--- src/rtl/mem_sram_controller.sv ---
// rtl/mem_sram_controller.sv - sequences a 32-bit MEM-stage access as two 16-bit async SRAM accesses
module mem_sram_controller #(
  parameter int WAIT_CYCLES = 1,
  parameter int ADDR_BASE   = 1024,
  parameter int SRAM_AW     = 18
) (
  input  logic               clk,
  input  logic               rst,
  input  logic               mem_r_en_in,
  input  logic               mem_w_en_in,
  input  logic [31:0]        address_in,
  input  logic [31:0]        write_data_in,
  output logic [31:0]        read_data_out,
  output logic               ready_out,
  output logic [SRAM_AW-1:0] sram_addr_out,
  output logic [15:0]        sram_dq_out,
  output logic               sram_dq_oe_out,
  input  logic [15:0]        sram_dq_in,
  output logic               sram_we_n_out,
  output logic               sram_oe_n_out
);

  localparam logic [3:0]  LP_WAIT = 4'(WAIT_CYCLES);
  localparam logic [31:0] LP_BASE = 32'(ADDR_BASE);

  typedef enum logic [1:0] {
    S_IDLE = 2'd0,
    S_LO   = 2'd1,
    S_HI   = 2'd2,
    S_DONE = 2'd3
  } state_t;

  state_t             r_state;
  state_t             w_state_nxt;
  logic [3:0]         r_cnt;
  logic [3:0]         w_cnt_nxt;
  logic [SRAM_AW-2:0] r_word;
  logic [31:0]        r_wdata;
  logic               r_is_write;
  logic [31:0]        r_rdata;

  logic               w_req;
  logic               w_last;
  logic               w_latch;
  logic               w_strobe;
  logic [31:0]        w_offset;
  logic [SRAM_AW-2:0] w_word;
  logic               w_unused;

  assign w_req    = mem_r_en_in | mem_w_en_in;
  assign w_offset = address_in - LP_BASE;
  assign w_word   = w_offset[SRAM_AW:2];
  // Byte-lane bits and address bits beyond the SRAM are intentionally dropped.
  assign w_unused = &{1'b0, w_offset[31:SRAM_AW+1], w_offset[1:0]};
  assign w_last   = (r_cnt == LP_WAIT);
  assign w_latch  = (r_state == S_IDLE) && w_req;
  // Write strobe waits one cycle for address setup, unless the phase is a single cycle.
  assign w_strobe = (r_cnt != 4'd0) || (WAIT_CYCLES == 0);

  assign ready_out     = ((r_state == S_IDLE) && !w_req) || (r_state == S_DONE);
  assign read_data_out = r_rdata;

  // State and phase counter register.
  always_ff @(posedge clk or negedge rst) begin
    if (!rst) begin
      r_state <= S_IDLE;
      r_cnt   <= 4'd0;
    end else begin
      r_state <= w_state_nxt;
      r_cnt   <= w_cnt_nxt;
    end
  end

  // Latch the request in IDLE so later input changes cannot disturb the access.
  always_ff @(posedge clk or negedge rst) begin
    if (!rst) begin
      r_word     <= '0;
      r_wdata    <= 32'd0;
      r_is_write <= 1'b0;
    end else if (w_latch) begin
      r_word     <= w_word;
      r_wdata    <= write_data_in;
      r_is_write <= mem_w_en_in;
    end
  end

  // Capture each read half on the last cycle of its phase; writes leave it untouched.
  always_ff @(posedge clk or negedge rst) begin
    if (!rst) begin
      r_rdata <= 32'd0;
    end else if (!r_is_write && w_last) begin
      if (r_state == S_LO) begin
        r_rdata[15:0] <= sram_dq_in;
      end else if (r_state == S_HI) begin
        r_rdata[31:16] <= sram_dq_in;
      end
    end
  end

  // Next-state logic and SRAM pin decode from state and latched registers only.
  always_comb begin
    w_state_nxt    = r_state;
    w_cnt_nxt      = r_cnt;
    sram_addr_out  = '0;
    sram_dq_out    = 16'd0;
    sram_dq_oe_out = 1'b0;
    sram_we_n_out  = 1'b1;
    sram_oe_n_out  = 1'b1;
    case (r_state)
      S_IDLE: begin
        if (w_req) begin
          w_state_nxt = S_LO;
          w_cnt_nxt   = 4'd0;
        end
      end
      S_LO: begin
        sram_addr_out = {r_word, 1'b0};
        if (r_is_write) begin
          sram_dq_oe_out = 1'b1;
          sram_dq_out    = r_wdata[15:0];
          sram_we_n_out  = !w_strobe;
        end else begin
          sram_oe_n_out = 1'b0;
        end
        if (w_last) begin
          w_state_nxt = S_HI;
          w_cnt_nxt   = 4'd0;
        end else begin
          w_cnt_nxt = r_cnt + 4'd1;
        end
      end
      S_HI: begin
        sram_addr_out = {r_word, 1'b1};
        if (r_is_write) begin
          sram_dq_oe_out = 1'b1;
          sram_dq_out    = r_wdata[31:16];
          sram_we_n_out  = !w_strobe;
        end else begin
          sram_oe_n_out = 1'b0;
        end
        if (w_last) begin
          w_state_nxt = S_DONE;
          w_cnt_nxt   = 4'd0;
        end else begin
          w_cnt_nxt = r_cnt + 4'd1;
        end
      end
      S_DONE: begin
        w_state_nxt = S_IDLE;
        w_cnt_nxt   = 4'd0;
      end
      default: begin
        w_state_nxt = S_IDLE;
        w_cnt_nxt   = 4'd0;
      end
    endcase
  end

endmodule

--- config.mk ---
export PLATFORM = sky130hd
export DESIGN_NAME = mem_sram_controller
export DESIGN_NICKNAME = d
export VERILOG_FILES = /design/src/rtl/mem_sram_controller.sv
export SDC_FILE = /design/constraint.sdc
export NUM_CORES = 1
export LEC_CHECK = 0
export BUFFER_PORTS_ARGS = -buffer_cell sky130_fd_sc_hd__buf_4
export CAP_MARGIN = 20
export CORE_UTILIZATION = 44
export DETAILED_ROUTE_END_ITERATION = 8
export PLACE_DENSITY = 0.73
export SLEW_MARGIN = 40
export SYNTH_ARGS = -nofsm -noshare
export SYNTH_HDL_FRONTEND = slang
export SYNTH_SLANG_ARGS = --single-unit
export TNS_END_PERCENT = 10
--- constraint.sdc ---
create_clock -name clk -period 2.05 [get_ports clk]
set_input_delay 0 -clock clk [delete_from_list [all_inputs] [get_ports clk]]
set_output_delay 0 -clock clk [all_outputs]
set_load 0.03 [all_outputs]
# After elaboration in Yosys (flattened, before gate mapping)

Cells that the tools add are included.
W data, S select, Z words.

Output and inout port bits: 70
Logic and storage cells: 47
Bits in registers: 88

Reductions and logical operators: 13
Add/sub/neg operators: 2
Equal/unequal tests: 7
Mux-type cells: 16
Bitwise operators: 2

Operators by type and width:

| operator                 | count |
|---|---|
| $pmux W18 S2             | 1 |
| $mux W16                 | 2 |
| $pmux W16 S2             | 1 |
| $sub A19 B11 Y19 const B | 1 |
| $pmux W4 S3              | 1 |
| $mux W4                  | 2 |
| $pmux W2 S4              | 1 |
| $mux W2                  | 3 |
| $ne A2 B2 Y1 const B     | 3 |
| $reduce_and A3 Y1        | 2 |
| $mux W1                  | 5 |
| $add A4 B1 Y4 const B    | 1 |
| $eq A2 B2 Y1 const B     | 2 |
| $eq A4 B1 Y1 const B     | 1 |
| $reduce_bool A4 Y1       | 1 |
| $logic_and A1 B1 Y1      | 3 |
| $logic_not A1 Y1         | 3 |
| $eq A2 B1 Y1 const B     | 1 |
| $logic_not A2 Y1         | 1 |
| $reduce_and A2 Y1        | 1 |
| $reduce_or A2 Y1         | 1 |
| $logic_or A1 B1 Y1       | 1 |
| $not A1 Y1               | 1 |
| $or A1 B1 Y1             | 1 |

# Logic depth before layout (Yosys ltp)

Gate-level depths: netlist (run 1).

Depth in word-level cells: 4
Mapped depth: 7
Gate-level depth less buffers: 5

# Least setup slack after synthesis (run 1)

Ideal clock, no wire load.

Kind: flip-flop to flip-flop
Start: reg r_state[0]
End: reg r_rdata[21] (netlist: read_data_out[21])
Arrival: 2.170 ns
Cell stages (with the launch flop): 8
Period minus slack after synthesis: 2.295 ns
Library setup time: 0.125 ns
Slack: -0.245 ns
Cell sequence: dfrtp_1 > inv_1 > ha_1 > clkbuf_1 > or4b_1 > buf_6 > buf_12 > mux2_4

Longest elaborated chain between the ends: 3

RTL lines:

| item                                   | RTL line | source |
|---|---|---|
| start: declaration                     | 33       | `state_t r_state;` |
| start signal: assignment               | 69       | `r_state <= w_state_nxt;` |
| $eq A2 B1 Y1                           | 92       | `if (r_state == S_LO) begin` |
| $not A1 Y1 (no source line)            | -        |  |
| $reduce_and A3 Y1 (no source line) (*) | -        |  |
| end signal: assignment                 | 95       | `r_rdata[31:16] <= sram_dq_in;` |
| end: declaration                       | 40       | `logic [31:0] r_rdata;` |

Every way passes the cells marked *; elsewhere a longest branch is shown, timed or not.
A chain may end at the register's enable or synchronous reset.

# Worst setup path after layout (run 1)

Start: in address_in[10]
End: reg r_word[13]

Longest elaborated chain between the ends: 1

RTL lines:

| item                   | RTL line | source |
|---|---|---|
| start: declaration     | 11       | `input logic [31:0] address_in,` |
| $sub A19 B11 Y19       | 51       | `assign w_offset = address_in - LP_BASE;` |
| end signal: assignment | 81       | `r_word <= w_word;` |
| end: declaration       | 37       | `logic [SRAM_AW-2:0] r_word;` |

No other way between the ends.

==> summary.md, run 1 <==
| Metric | Value |
|---|---|
| Status | finished, violations left |
| Violated checks | setup timing |
| Starting Density | approximately 46% |
| Chip height | slightly below 100 um |
| Layout cell share with drive strength beyond 1 | between 30 and 40% |
| Crit-path cells | dlygate4sd3_1 -> buf_4 -> or4_1 -> or3_1 -> dlygate4sd3_1 -> a31oi_1 |
| Synth Warn # | 0 |
| Area of the multi-input gates | 1700 um2 |
| Library cells used by synthesis | 38 |
| N_diodes | 0 |
| Vias | approximately 3700 |
| Int Power | between 5 and 6 mW |
| CP top delay family | buffers and inverters |
| Seq/Total Area, Yosys | 55.3% |
| Switching power | between 4 and 5 mW |
| Fillers | 612 |
| Min Hold Slack | roughly 21 ps |
| Finish-stage setup viols | 1 |
| Worst path depth | 6 |
| Post-route insts no fill | roughly 730 |
| Switch share | a little over two fifths |
| Area Overhead vs Synth | 58.0% |
| Maxcap violations | 0 |
| IO Port Bufs | approximately 140 |
| Final worst slack | -14.3 ps |
| Core box area | 8720 um2 |
| Via/cell ratio | between 5 and 6 |
| Antenna violations before repair | 0 |
| Die ar. | ~9400 um2 |
| FMAX | just under 0.5 GHz |
| Placed inst area | roughly 5200 um2 |
| Max VDD drop | roughly 0.75 mV |
| Placed Cells | about 630 |
| CTS buffer count | 9 |
| Root Driver | clkbuf_8 |
| I/O pin count | 154 |
| Fin crit share | 101% |
| Synthesized area | around 4000 um2 |
| Clock power share | between 10% and 20% |
| RSZ-0062 raised after global routing | true |
| DRC errors left | 0 |
| Aggregate routed wire length | between 10000 and 15000 um |
| Drt initial violations | 108 |
| Final Wtd Congestion | between 0.7 and 0.8 |
| Pins Over Slew Limit | 0 |
| Vias in the first global route | 3762 |
| HPWL after detailed placement | 6480 um |
| Global-route wire length before repair | around 18000 um |
| Sequential Power Share | 30.9% |
| Min-delay src | mem_r_en_in |
| CP Launch Type | primary input |
| Worst rel slew slack | between 60% and 70% |
| Mapped Cells | around 400 |
| CP required | approximately 2300 ps |
| Mapped Nets | around 480 |
| Final Critical Period | roughly 2100 ps |
| Router iterations before antenna repair | 4 |
| Hold path depth | 4 |
| Fin area | ~6300 um2 |
| CTS tree | yes |
| WL/cell | 15.2 um |
| H-tree Lvls | 3 |
| Final hold viol count | 0 |
| Flop2flop setup slack | roughly 40 ps |
| Worst-skew pair later-pin latency | between 300 and 400 ps |
| Gr ovfl total | 0 |
| Min-delay worst type | primary input to register |
| Antenna-violating nets left | 0 |
| Pwr per Cell Area | approximately 1600 nW/um2 |
| Worst Reg-to-Reg Cells | 4 |
| CTS max path bufs | 2 |
| CP Max Fanout | 5 |
| Die width | 97.1 um |
| Critical path class | primary input to register |
| CP bufs+invs | 3 |
| Worst path max stage delay | between 500 and 600 ps |
| Crit Reg-Reg Endpoint | read_data_out[25] |
| Total track usage | a little under a quarter |
| Critical Path Slowest Stage Cell | or4_1 |
| CP endpoint kind | register |
| Register area | 2200 um2 |
| Fin Clk Skew | ~13 ps |
| Hold EP | r_wdata[28] |
| Pleak | ~3.1 nW |
| Pin count of the biggest net entering global routing | 51 |
| Combinational Power Share | between 50% and 60% |
| Syn Area/Cell | 10.2 um2 |
| Worst flop-to-flop path startpoint | r_cnt[1] |
| Data arrival, critical path | around 2300 ps |
| Nets | around 710 |
| Least-Margin Pin Slew | just over 500 ps |
| Clock-pin transition on the worst setup and hold timing paths | approximately 100 ps |
| Row cnt | 34 |
| Yosys reg bits | around 90 |
| CP dominant cell by count | dlygate4sd3_1 |
| Clk sinks | a little under 90 |
[timing repair]
item                                    CTS  global route
resized for setup                         9            17
pin swaps                                 1             2
endpoints found under the setup margin   33            36
setup buffers                             0             7
hold buffers                             70             0
gates cloned                              0             2
hold endpoints to repair                119             0
[metal layers]
layer  global-route usage [%]  vias to the layer above  routed length, um
met4                     10.2                        0                246
met5                        0                        -                  0
met3                     3.88                       19                598
li1                         -                     1752                  -
met1                     29.9                     1790               4680
met2                     39.8                      145               5560
[worst reg2reg max path, stage by stage, from the launching register on]
cell	delay, ps
dfrtp_1	390
or4b_4	530
or4b_4	510
buf_12	180
mux2_4	310
[cell families after synthesis]
kind of cell / count (synthesis) / synth area share, %
fa+ha+maj: 6 / 1.89
flops: 88 / 55.3
simple gates: 191 / 20.9
compound gates: 44 / 7.73
xor+xnor: 2 / 0.440
buf+inv: 28 / 3.46
mux: 33 / 10.2
[worst max-delay path by stage]
stage	slack, ps	startpoint	end
after detailed placement	-30	r_cnt[3]	read_data_out[22]
final	-10	address_in[10]	r_word[13]
after global routing	-80	address_in[10]	r_word[13]
after CTS	2	r_cnt[1]	read_data_out[22]
after global placement	-8	r_cnt[3]	read_data_out[21]
after floorplan	-110	r_cnt[1]	read_data_out[21]
[area by class of cell]
class                      instances  share of cell area (%)
tap                              108                    2.15
sequential                        88                    35.0
clock inverter                     7                    1.69
inverter                           6                   0.358
timing repair buffer             235                    31.8
multi-input combinational        276                    27.0
clock buffer                       9                    1.97
[layout by cell type (no fill, tap or decap), types with 8 or more instances in the layout]
cell | Yosys | final
o21ai_0 | 8 | 8
mux2_4 | 10 | 10
and2_1 | 18 | 18
a22oi_1 | 17 | 17
nand2_1 | 129 | 129
dlygate4sd3_1 | 0 | 70
dfrtp_1 | 88 | 88
nor2_1 | 24 | 22
buf_4 | 0 | 159
mux2_2 | 22 | 22
clkbuf_8 | 0 | 9
[cell usage after synthesis (all sizes together)]
| cell | n | share of area [%] |
|---|---|---|
| o31ai | 4 | 0.75 |
| buf | 6 | 1.4 |
| a21bo | 1 | 0.25 |
| inv | 6 | 0.57 |
| a22o | 2 | 0.44 |
| nor3b | 2 | 0.38 |
| nand3 | 1 | 0.13 |
| o21ai | 9 | 1.1 |
| or2 | 1 | 0.16 |
| or2b | 1 | 0.19 |
| a2111oi | 1 | 0.22 |
| clkbuf | 16 | 1.5 |
| nand2b | 3 | 0.47 |
| o21bai | 1 | 0.19 |
| o21a | 1 | 0.19 |
| nor4b | 1 | 0.22 |
| a21oi | 1 | 0.13 |
| ha | 6 | 1.9 |
| nand3b | 2 | 0.38 |
| or3 | 3 | 0.47 |
| or3b | 1 | 0.22 |
| mux2i | 1 | 0.25 |
| dfrtp | 88 | 55 |
| or4 | 3 | 0.57 |
| xnor2 | 2 | 0.44 |
| a31oi | 5 | 0.79 |
| nor2 | 24 | 2.3 |
| o41ai | 2 | 0.44 |
| a22oi | 17 | 3.2 |
| and2 | 18 | 2.8 |
| or4b | 2 | 0.50 |
| nand2 | 129 | 12 |
| mux2 | 32 | 10 |
[power by group through the flow]
stage / logic (mW) / clock network, mW / registers [mW]
after floorplan: 2.54 / 0 / 3.60
after global placement: 4.80 / 0 / 3.01
after detailed placement: 4.88 / 0 / 3.06
after CTS: 5.07 / 1.42 / 3.03
after global routing: 5.83 / 1.49 / 3.13
final: 5.44 / 1.38 / 3.05
[per-stage QoR]
step / util [%] / setup slack [ps] / TNS (ps) / power [mW]
after floorplan: - / -114 / -1140 / 6.14
after detailed placement: 59.5 / -30.4 / -288 / 7.93
after global placement: 59.5 / -8.26 / -71.2 / 7.81
after global routing: 72.2 / -75.6 / -150 / 10.5
after CTS: 70.6 / 2.08 / 0 / 9.52
final: 72.2 / -14.3 / -14.3 / 9.88
[state kept, by name (all words and copies together) (netlist names)]
| register | count |
|---|---|
| read_data_out | 32 |
| r_word | 17 |
| r_state | 2 |
| r_wdata | 32 |
| r_cnt | 4 |
| r_is_write | 1 |
No activity file was read; power rests on OpenSTA's default activity.
==> run 2: changes to the inputs <==
- CORE_ASPECT_RATIO: default -> 1.4
- PLACE_DENSITY: 0.73 -> 0.87
- SLEW_MARGIN: 40 -> 15
==> summary.md, run 2 (synthesized netlist as in run 1, its figures left out) <==
| Metric | Value |
|---|---|
| H-tree Lvls | 3 (unchanged) |
| Via/cell ratio | 5.23 (+2.9%) |
| Hold EP | r_word[10] |
| Final Wtd Congestion | 0.747 (-0.86%) |
| Root Driver | clkbuf_16 |
| I/O pin count | 154 (unchanged) |
| Maxcap violations | 0 (unchanged) |
| Area Overhead vs Synth | 56.4% |
| WL/cell | 16.7 um (+10%) |
| Crit-path cells | or4b_4 -> or4b_4 -> buf_12 -> mux2_4 |
| FMAX | 0.482 GHz (-0.54%) |
| Core box area | 8660 um2 (-0.72%) |
| Fin Clk Skew | 10.2 ps (-3.04 ps) |
| Total track usage | 26.6% (+3.1 points) |
| Worst path depth | 4 (-2) |
| Layout cell share with drive strength beyond 1 | 35.5% (-1.2 points) |
| Worst path max stage delay | 550 ps (-40 ps) |
| Starting Density | 46.0% (+0.33 points) |
| Critical Path Slowest Stage Cell | or4b_4 |
| Clk sinks | 88 (unchanged) |
| Setup Fix Bufs, Post-CTS | 0 (unchanged) |
| CP required | 2270 ps (-60 ps) |
| Die width | 82.4 um (-15%) |
| Pin count of the biggest net entering global routing | 89 (+75%) |
| RSZ-0062 raised after global routing | true |
| Critical path class | register to register |
| Data arrival, critical path | 2290 ps (-50 ps) |
| CP Launch Type | register |
| Final Critical Period | 2080 ps (+11.1 ps) |
| Commonest non-fill, non-tap cell in the layout | buf_4 |
| Pwr per Cell Area | 1590 nW/um2 (+1.6%) |
| CP endpoint kind | register |
| Fin crit share | 101% (+0.54 points) |
| Clock-pin transition on the worst setup and hold timing paths | 60 ps (-40 ps) |
| Antenna-violating nets left | 0 (unchanged) |
| CP bufs+invs | 1 (-2) |
| Pleak | 3.10 nW (-1.2%) |
| Least-Margin Pin Slew | 639 ps (+133 ps) |
| CTS max path bufs | 2 (unchanged) |
| Placed Cells | 626 (-1.1%) |
| Row cnt | 40 (+18%) |
| Worst rel slew slack | 56.8% (-9.0 points) |
| Hold path depth | 3 (-1) |
| Finish-stage setup viols | 11 (+10) |
| CP dominant cell by count | or4b_4 |
| Global-route wire length before repair | 18600 um (+4.1%) |
| Vias | 3715 (+0.24%) |
| Router iterations before antenna repair | 4 (unchanged) |
| Max VDD drop | 1.13 mV (+52%) |
| Final worst slack | -25.5 ps (-11.1 ps) |
| Final hold viol count | 0 (unchanged) |
| Chip height | 115 um (+18%) |
| Worst Reg-to-Reg Cells | 4 (unchanged) |
| Pins Over Slew Limit | 0 (unchanged) |
| CP top delay family | simple AND/OR/NAND/NOR gates |
| CTS buffer count | 9 (unchanged) |
| Min-delay src | address_in[12] |
| Antenna violations before repair | 0 (unchanged) |
| Nets | 690 (-2.3%) |
| Status | finished, violations left |
| Vias in the first global route | 3893 (+3.5%) |
| Die ar. | 9440 um2 (about the same) |
| DRC errors left | 0 (unchanged) |
| IO Port Bufs | 138 (unchanged) |
| Most frequent cells in the layout | buf_4, nand2_1, dfrtp_1 |
| Violated checks | setup timing |
| Aggregate routed wire length | 11900 um (+7.1%) |
| CTS tree | yes |
| Min-delay worst type | primary input to register |
| Min Hold Slack | 37.8 ps (+16.8 ps) |
| CP Max Fanout | 8 (+3) |
| Worst flop-to-flop path startpoint | r_cnt[1] |
| Post-route insts no fill | 710 (-2.6%) |
| N_diodes | 0 (unchanged) |
| Drt initial violations | 230 (+110%) |
| Crit Reg-Reg Endpoint | read_data_out[21] |
| HPWL after detailed placement | 6700 um (+3.4%) |
| Gr ovfl total | 0 (unchanged) |
| Worst-skew pair later-pin latency | 340 ps (about the same) |
| Flop2flop setup slack | -30 ps (-70 ps) |
[run 2: changes by cell type in the layout (fill, tap and decap cells not counted), moves of 3 or more]
cell / before / now
buf_4: 159 / 146
clkbuf_8: 9 / 1
dlygate4sd3_1: 70 / 65
clkbuf_16: 0 / 9
inv_6: 4 / 1
[run 2: repair_timing]
action                                 in CTS  in global routing
endpoints found under the hold margin     168                  0
setup endpoints to repair                  16                 34
hold buffers                               65                  0
cloned                                      1                  1
pin swaps                                   2                  0
resized for setup                           6                 13
[run 2: layer usage]
layer | routed length [um] | global-route usage, %
met3 | 665 | 4.86
met1 | 4250 | 29.0
met2 | 6590 | 47.8
met5 | 0 | 0
met4 | 367 | 13.8
[run 2: final cells by class]
cell class | instances | area, um2
repair buffers | 219 | 1910
flip-flops and latches | 88 | 2200
well taps | 105 | 131
clock buffers | 10 | 239
fillers | 567 | 2430
clock inverters | 6 | 43.8
inverters | 6 | 22.5
multi-input cells | 276 | 1680
[run 2: how the worst max path moves through the flow]
| stage | end | from | slack [ps] |
|---|---|---|---|
| floorplan | read_data_out[21] | r_cnt[1] | -110 |
| global placement | read_data_out[25] | r_cnt[3] | -20 |
| detailed placement | read_data_out[21] | r_cnt[3] | -70 |
| CTS | read_data_out[21] | r_cnt[1] | -10 |
| global route | read_data_out[21] | r_cnt[1] | -70 |
| finish | read_data_out[21] | r_cnt[1] | -30 |
[run 2: tightest hold or removal path, stage by stage]
cell	delay, ps
buf_4	110
xnor2_1	140
o21ai_0	80
[run 2: stage by stage]
step / util [%] / instance area (um2) / worst slack, ps / TNS, ps / power (mW)
finish: 71.9 / 6230 / -25.5 / -188 / 9.93
global route: 71.9 / 6230 / -67.9 / -729 / 10.5
CTS: 71.1 / 6150 / -11.4 / -50.9 / 9.63
detailed placement: 59.7 / 5170 / -74.4 / -968 / 7.91
global placement: 59.7 / 5170 / -21.1 / -205 / 7.72
floorplan: - / 3990 / -114 / -1140 / 6.14
[run 2: power by group]
group / switching (mW) / leakage [nW] / total, mW / internal, mW
combinational: 3.12 / 1.90 / 5.33 / 2.21
sequential: 0.487 / 1.06 / 3.07 / 2.59
clock: 0.671 / 0.139 / 1.53 / 0.858
total: 4.28 / 3.10 / 9.93 / 5.65
